<file path="src/rtl/accum_seq_pkg.sv">
// Shared definitions for the sequential accumulator: state encoding and the
// counter-width helper.
package accum_seq_pkg;

   typedef enum logic {
      ST_ACC  = 1'b0,
      ST_HOLD = 1'b1
   } state_e;

   // Bits needed to count 0..v-1, never less than one so a COUNT of 1 still
   // gets a real register.
   function automatic int clog2_min1(input int v);
      int r;
      r = 0;
      for (int i = 0; i < 31; i++) begin
         if ((1 << i) < v) r = i + 1;
      end
      return (r < 1) ? 1 : r;
   endfunction

endpackage

</file>
<file path="src/rtl/accum_seq_add_n.sv">
// N-bit ripple-carry adder built from a chain of full-adder cells; the sum is
// the LUT part of each cell and the majority term is the carry link.
module add_n #(
   parameter int N = 8
) (
   input  logic [N-1:0] I0,
   input  logic [N-1:0] I1,
   input  logic         CIN,
   output logic [N-1:0] O,
   output logic         COUT
);

   logic [N:0] carry;

   assign carry[0] = CIN;

   for (genvar k = 0; k < N; k++) begin : g_cell
      assign O[k]       = I0[k] ^ I1[k] ^ carry[k];
      assign carry[k+1] = (I0[k] & I1[k]) | (I0[k] & carry[k]) | (I1[k] & carry[k]);
   end

   assign COUT = carry[N];

endmodule

</file>
<file path="src/rtl/accum_seq.sv">
// Sums COUNT operands through the ripple adder and hands the result, with a
// sticky carry-out flag, to a valid/ready consumer.
module accum_seq
   import accum_seq_pkg::*;
#(
   parameter int N     = 8,
   parameter int COUNT = 4
) (
   input  logic         CLKIN,
   input  logic         RESET,
   input  logic         CLR,
   input  logic [N-1:0] I,
   input  logic         IVALID,
   output logic         IREADY,
   output logic [N-1:0] O,
   output logic         OVF,
   output logic         OVALID,
   input  logic         OREADY
);

   localparam int            CW   = clog2_min1(COUNT);
   localparam logic [CW-1:0] LAST = CW'(COUNT - 1);

   state_e        state_q;
   logic [N-1:0]  acc_q;
   logic          ovf_q;
   logic [CW-1:0] cnt_q;

   logic [N-1:0]  sum;
   logic          cout;

   add_n #(.N(N)) u_add (
      .I0   (acc_q),
      .I1   (I),
      .CIN  (1'b0),
      .O    (sum),
      .COUT (cout)
   );

   // CLR outranks both the operand transfer and the result handoff.
   always_ff @(posedge CLKIN or posedge RESET) begin
      if (RESET) begin
         state_q <= ST_ACC;
         acc_q   <= '0;
         ovf_q   <= 1'b0;
         cnt_q   <= '0;
      end else if (CLR) begin
         state_q <= ST_ACC;
         acc_q   <= '0;
         ovf_q   <= 1'b0;
         cnt_q   <= '0;
      end else begin
         case (state_q)
            ST_ACC: begin
               if (IVALID) begin
                  acc_q <= sum;
                  ovf_q <= ovf_q | cout;
                  if (cnt_q == LAST) begin
                     cnt_q   <= '0;
                     state_q <= ST_HOLD;
                  end else begin
                     cnt_q <= cnt_q + CW'(1);
                  end
               end
            end
            ST_HOLD: begin
               if (OREADY) begin
                  acc_q   <= '0;
                  ovf_q   <= 1'b0;
                  state_q <= ST_ACC;
               end
            end
            default: state_q <= ST_ACC;
         endcase
      end
   end

   assign O      = acc_q;
   assign OVF    = ovf_q;
   assign IREADY = (state_q == ST_ACC);
   assign OVALID = (state_q == ST_HOLD);

endmodule

</file>
<file path="config.mk">
export PLATFORM = sky130hd
export DESIGN_NAME = accum_seq
export DESIGN_NICKNAME = d
export VERILOG_FILES = /design/src/rtl/accum_seq_pkg.sv /design/src/rtl/accum_seq_add_n.sv /design/src/rtl/accum_seq.sv
export SDC_FILE = /design/constraint.sdc
export NUM_CORES = 1
export LEC_CHECK = 0
export ABC_AREA = 1
export BUFFER_PORTS_ARGS = -buffer_cell sky130_fd_sc_hd__buf_2
export CORE_MARGIN = 2
export CORE_UTILIZATION = 53
export DETAILED_ROUTE_END_ITERATION = 7
export PLACE_DENSITY_LB_ADDON = 0.1
export SYNTH_ARGS = -nofsm -noshare
export SYNTH_HDL_FRONTEND = slang
export SYNTH_SLANG_ARGS = --single-unit
</file>
<file path="constraint.sdc">
create_clock -name CLKIN -period 10 [get_ports CLKIN]
set_input_delay 1.5 -clock CLKIN [delete_from_list [all_inputs] [get_ports CLKIN]]
set_output_delay 1.5 -clock CLKIN [all_outputs]
set_load 0.01 [all_outputs]
</file>
### Word-level counts from Yosys, hierarchy flattened

Index checks and enable logic that the tools add are counted.

| operators by class | value |
|---|---|
| add/subtract/negate cells | 1 |
| multipliers | 0 |
| divide/modulo/power cells | 0 |
| magnitude comparators | 0 |
| equality and inequality tests | 4 |
| shifts and indexed selects | 0 |
| muxes and demuxes | 17 |
| bitwise operators | 53 |
| reduce and logical (&&, ||, !) cells | 3 |

Operators with widths:

| kind | count |
|---|---|
| $mux 8 | 3 |
| $and 1x1->1 | 22 |
| $pmux 8 s2 | 1 |
| $or 1x1->1 | 15 |
| $xor 1x1->1 | 15 |
| $mux 2 | 4 |
| $mux 1 | 7 |
| $ne 3x3->1 const B | 2 |
| $pmux 1 s2 | 2 |
| $reduce_and 2->1 | 2 |
| $add 2x1->2 const B | 1 |
| $eq 2x2->1 const B | 1 |
| $ne 2x2->1 const B | 1 |
| $reduce_bool 2->1 | 1 |
| $not 1->1 | 1 |

| storage, ports and cells | value |
|---|---|
| register bits after elaboration | 12 |
| bits in latches | 0 |
| RAM bits | 0 |
| bits in read-only memories | 0 |
| bits of input ports | 13 |
| output and inout bits | 11 |
| logic and storage cells | 82 |
| memories kept | 0 |

### Depth between registers and ports, before layout

| logic depth | value |
|---|---|
| word-level depth | 26 |
| mapped depth | 14 |
| gate-level depth less buffers | 14 |

### Cells and area by module

From an unflattened synthesis, not the netlist that was laid out.

| unflattened totals | value |
|---|---|
| cell total of the unflattened synthesis | 100 |
| area, all modules | 830.8 um2 |

Modules (own cells, without submodules):

| module | times used | cells each | area an instance (um2) | sequential area each (um2) |
|---|---|---|---|---|
| accum_seq | 1 | 82 | 633.1 | 300.3 |
| add_n | 1 | 18 | 197.7 | 0.0 |

### Worst setup path before layout

No wires, ideal clock.

| path | value |
|---|---|
| path type | input-to-reg |
| start point | in I[0] |
| end point | reg acc_q[7], in the netlist O[7] |
| setup time | 118 ps |
| data arrival time | 4543 ps |
| data required time | 9882 ps |
| setup slack | 5339 ps |
| cell stages on the path | 12 |
| path buffers | 0 |
| cell sequence | ha_1 > inv_1 > fa_1 > fa_1 > fa_1 > fa_1 > fa_1 > fa_1 > fa_1 > nor2_1 > nand3_1 > nand2_1 |

| on the way | value |
|---|---|
| word-level cells in the longest chain between the ends | 23 |
| elaborated cells on any way between the ends | 29 |
| classes of those cells | 3 x mux; 26 x bitwise |

Ends and longest elaborated chain:

| what | line | RTL |
|---|---|---|
| start: declaration | accum_seq.sv:12 | `input logic [N-1:0] I,` |
| $and 1x1->1 (*) | accum_seq_add_n.sv:19 | `assign carry[k+1] = (I0[k] & I1[k]) \| (I0[k] & carry[k]) \| (I1[k] & carry[k]);` |
| $and 1x1->1 | accum_seq_add_n.sv:19 |  |
| $or 1x1->1 | accum_seq_add_n.sv:19 |  |
| $or 1x1->1 (*) | accum_seq_add_n.sv:19 |  |
| $and 1x1->1 | accum_seq_add_n.sv:19 |  |
| $or 1x1->1 | accum_seq_add_n.sv:19 |  |
| $or 1x1->1 (*) | accum_seq_add_n.sv:19 |  |
| $and 1x1->1 | accum_seq_add_n.sv:19 |  |
| (+7 left out) | n/a |  |
| $or 1x1->1 (*) | accum_seq_add_n.sv:19 |  |
| $and 1x1->1 | accum_seq_add_n.sv:19 |  |
| $or 1x1->1 | accum_seq_add_n.sv:19 |  |
| $or 1x1->1 (*) | accum_seq_add_n.sv:19 |  |
| $xor 1x1->1 (*) | accum_seq_add_n.sv:18 | `assign O[k] = I0[k] ^ I1[k] ^ carry[k];` |
| $mux 8 (*) | accum_seq.sv:55 | `if (IVALID) begin` |
| $pmux 8 s2 (*) | accum_seq.sv:53 | `case (state_q)` |
| $mux 8 (*) | accum_seq.sv:47 | `end else if (CLR) begin` |
| end signal: assignment | accum_seq.sv:56 | `acc_q <= sum;` |
| end: declaration | accum_seq.sv:25 | `logic [N-1:0] acc_q;` |

Mark *: on every way between the ends. The rest lies on a longest branch, timed or not. The select of a mux whose other input is x is not followed.
A chain may end at the register's enable or synchronous reset.

### Final worst setup path

Same ends and word-level chain as after synthesis.

==> reports/results.txt <==
After legalization and detailed placement, the total HPWL measured 1130 µm. The tools report the synthesized instance count as 96. The worst endpoint required time is 10.16 ns, and the relative max-transition margin is 0.681.

Compared with the post-synthesis result, the final layout area differs by 19.9%. The met2 usage is 0.294. The most common library cell in the layout ignoring fill and taps is sky130_fd_sc_hd__buf_2.

The delay of the slowest cell on the worst path was 0.49 ns; the area of the mapped netlist was 803 µm². The startpoint identified for the worst hold timing path is O[6]$_DFFE_PP0P_. The run gives 1840 µm² as the die area.

The total area inside the core boundary comes to 1450 µm². 0 antenna diodes ended up in the layout. The tools report the met1 routing resource usage after global routing as 0.250.

For this block, the routed nets add up to 1430 µm of wire. Combined global-route utilization of all metal layers: 0.183. The global routing stage identified its most utilized layer as met2. For this run, the top clock speed supported by timing is 219 MHz. In this run the mean area of a mapped cell was 8.37 µm². The final cycle utilization of the critical path works out to 0.457. The number of clock sinks seen by CTS is 12. The class of the tightest hold or removal check is reg2reg. The flow ran to the end, and the final reports show no timing, DRC or antenna violations. Clock latency on the worst-skew pair: 0.26 ns. The run gives 0 as the hold violation total from the final report. The max-cap violation count is 0, and the number of standard-cell rows in the floorplan is 14. The logs give 0 for the number of antenna violations at the first check in global routing and 134 for the count of fill cells added during filler insertion. Dividing total power by cell area gives a power density of 183 nW/µm². The net count of the finished layout is 145.

Cell at the slowest stage of the critical path: sky130_fd_sc_hd__fa_1. The cell family contributing the most delay on the critical path is adder cells. In the final layout, flip-flops and latches occupy 300 µm². For this block, the via count after detailed routing is 644.

The smallest clock period supported by the final layout is computed as 4.57 ns. The run gives 0.374 as the sequential fraction of the synthesis area. Once routing completed, OpenROAD measured the worst setup slack at 5.43 ns. In the layout the commonest cells are sky130_fd_sc_hd__buf_2 (23), sky130_fd_sc_hd__inv_1 (20), sky130_fd_sc_hd__nand2_1 (20). Setup violations remaining at the end of the flow were counted as 0.

For the core utilization of the finished layout, the log shows 0.663. TritonCTS built the clock tree. From left edge to right edge, the die measures 42.9 µm.

The clock passes through at most 2 buffers. Once the clock tree was built, the resizer swapped 0 gates to a different size. From bottom edge to top edge, the die measures 42.9 µm. The run gives 0 as the global-route congestion overflow total.

The slew at the pin with the worst max-slew slack was 0.478 ns. The signal on the critical path passes through buf_2 -> ha_1 -> inv_1 -> fa_1 -> fa_1 -> fa_1 -> fa_1 -> fa_1 -> fa_1 -> fa_1 -> nor2_1 -> nand3_1 -> nand2_1. The starting density of the core came out at 0.552. The count of nets left with antenna violations after detail routing came out at 0. Clock skew: 0.00195 ns. CTS placed an instance of sky130_fd_sc_hd__clkbuf_4 at the clock tree root. During I/O placement, the number of pins put on the boundary was 24. The logs give 0 for the number of max-slew violations in the final report and 402 µm² for the area occupied by multi-input gates. Fraction of final layout cells sized beyond drive strength 1: 0.287. The number of register bits inferred by synthesis was 12. Once the clock tree was built, the setup fixing pass inserted 0 buffers.

The clock-pin slew on the worst setup and hold paths is 0.08 ns. Setup repair after global routing left no endpoint under its margin. For this design the static power due to leakage is 0.551 nW. For the largest vdd supply drop, the log shows 0.0974 mV. Buffers placed on the I/O ports in this run total 23.

STA classifies the critical path startpoint as a primary input. For the total clock buffers created by CTS, the log shows 3. The congestion estimate from routability-driven global placement came to 0.708. The number of buffer and inverter stages on the critical path was 2; the count of unique library cells instantiated by Yosys was 15. Synthesis produced a netlist with a net count of 118. The number of levels the H-tree was split into is 1, and the initial detailed-routing violation count is 13. The met3 capacity usage during global routing was 0.0255; the power consumption was 177 µW.

The tools report the largest net degree at the start of global routing as 13. For the worst setup path, the data arrival time is 4.73 ns. After detailed routing, the number of remaining DRC violations is 0. The number of hold buffers added after CTS was 0.

The dominant cell type by count on the critical path was sky130_fd_sc_hd__fa_1. For this run, the detailed router's first-pass iteration total came to 4. The worst setup path is captured at a flop. Using the TritonRoute via totals, the vias-per-cell ratio works out to 4.67.

The number of global-route vias before repair was 610. In this run the critical register-to-register path is launched from O[0]$_DFFE_PP0P_. Critical path class: in2reg. After routing, the total negative slack on setup checks comes to 0 ns. For this run, the number of Yosys warnings is 0.

Hold timing on the final database bottoms out at a slack of 0.500 ns. The critical path starts at I[0]. The average wire length per cell after detail routing was 10.4 µm. The peak fanout along the critical path is 1, and the global-route wire length before repair is 2520 µm. At the placement stage, the worst setup path has a slack of 5.11 ns.
-- flip-flops by register name, summed over array words and instances (netlist names) --
name    flops
O           8
cnt_q       2
OVALID      1
OVF         1
-- through the flow --
stage	instances	area, µm²
final	138	963
after global routing	138	963
after CTS	138	963
after detailed placement	134	927
after global placement	134	927
after floorplan	96	803
-- power by group --
part           leakage [nW]  internal [mW]  switching (mW)  total (mW)
Clock                0.0210         0.0221          0.0160      0.0381
Combinational         0.372         0.0303          0.0390      0.0693
Sequential            0.157         0.0605         0.00869      0.0692
-- metal layers --
metal  part of all wire  wire length, µm
met4             0.0098               14
met3              0.031               45
met1               0.48              687
met5                  0                0
met2               0.48              687
-- kinds of logic (layout without fill, tap and decap cells) --
kind of cell,count (synthesis),count (layout),synth area share
DFF,12,12,0.374
AOI/OAI and AO/OA,4,4,0.0249
buffers and inverters,25,51,0.126
and+or+nand+nor,46,46,0.269
adders and majority gates,9,9,0.206
-- cells in the mapped netlist, drive strengths merged --
library cell,instances,share of area
nand2,22,0.12
buf,1,0.014
nand3,13,0.10
dfrtp,12,0.37
nor2,11,0.051
fa,7,0.17
o21ai,4,0.025
inv,24,0.11
ha,2,0.031
-- tightest hold or removal path, delay by kind of cell, from the launching register on --
| family | cells | cell delay, ns |
|---|---|---|
| flip-flops | 1 | 0.36 |
| AND/OR/NAND/NOR | 2 | 0.12 |
-- path summary, 6_finish.rpt --
path	slack, ns	end	cells past startpoint
max	5.43	O[7]$_DFFE_PP0P_	13
min	0.50	O[6]$_DFFE_PP0P_	2
max reg2reg	6.34	O[7]$_DFFE_PP0P_	12
min reg2reg	0.50	O[6]$_DFFE_PP0P_	2
max in group asynchronous	8.44	OVALID$_DFF_PP0_	2
min in group asynchronous	1.23	OVF$_DFFE_PP0P_	2
-- layout make-up --
class                           count  share of cell area
Multi-Input combinational cell     59               0.417
Sequential cell                    12               0.312
Timing Repair Buffer               23               0.119
Inverter                           24              0.0935
Clock buffer                        4              0.0377
Tap cell                           16              0.0208
Power figures use the tool's default switching activity.
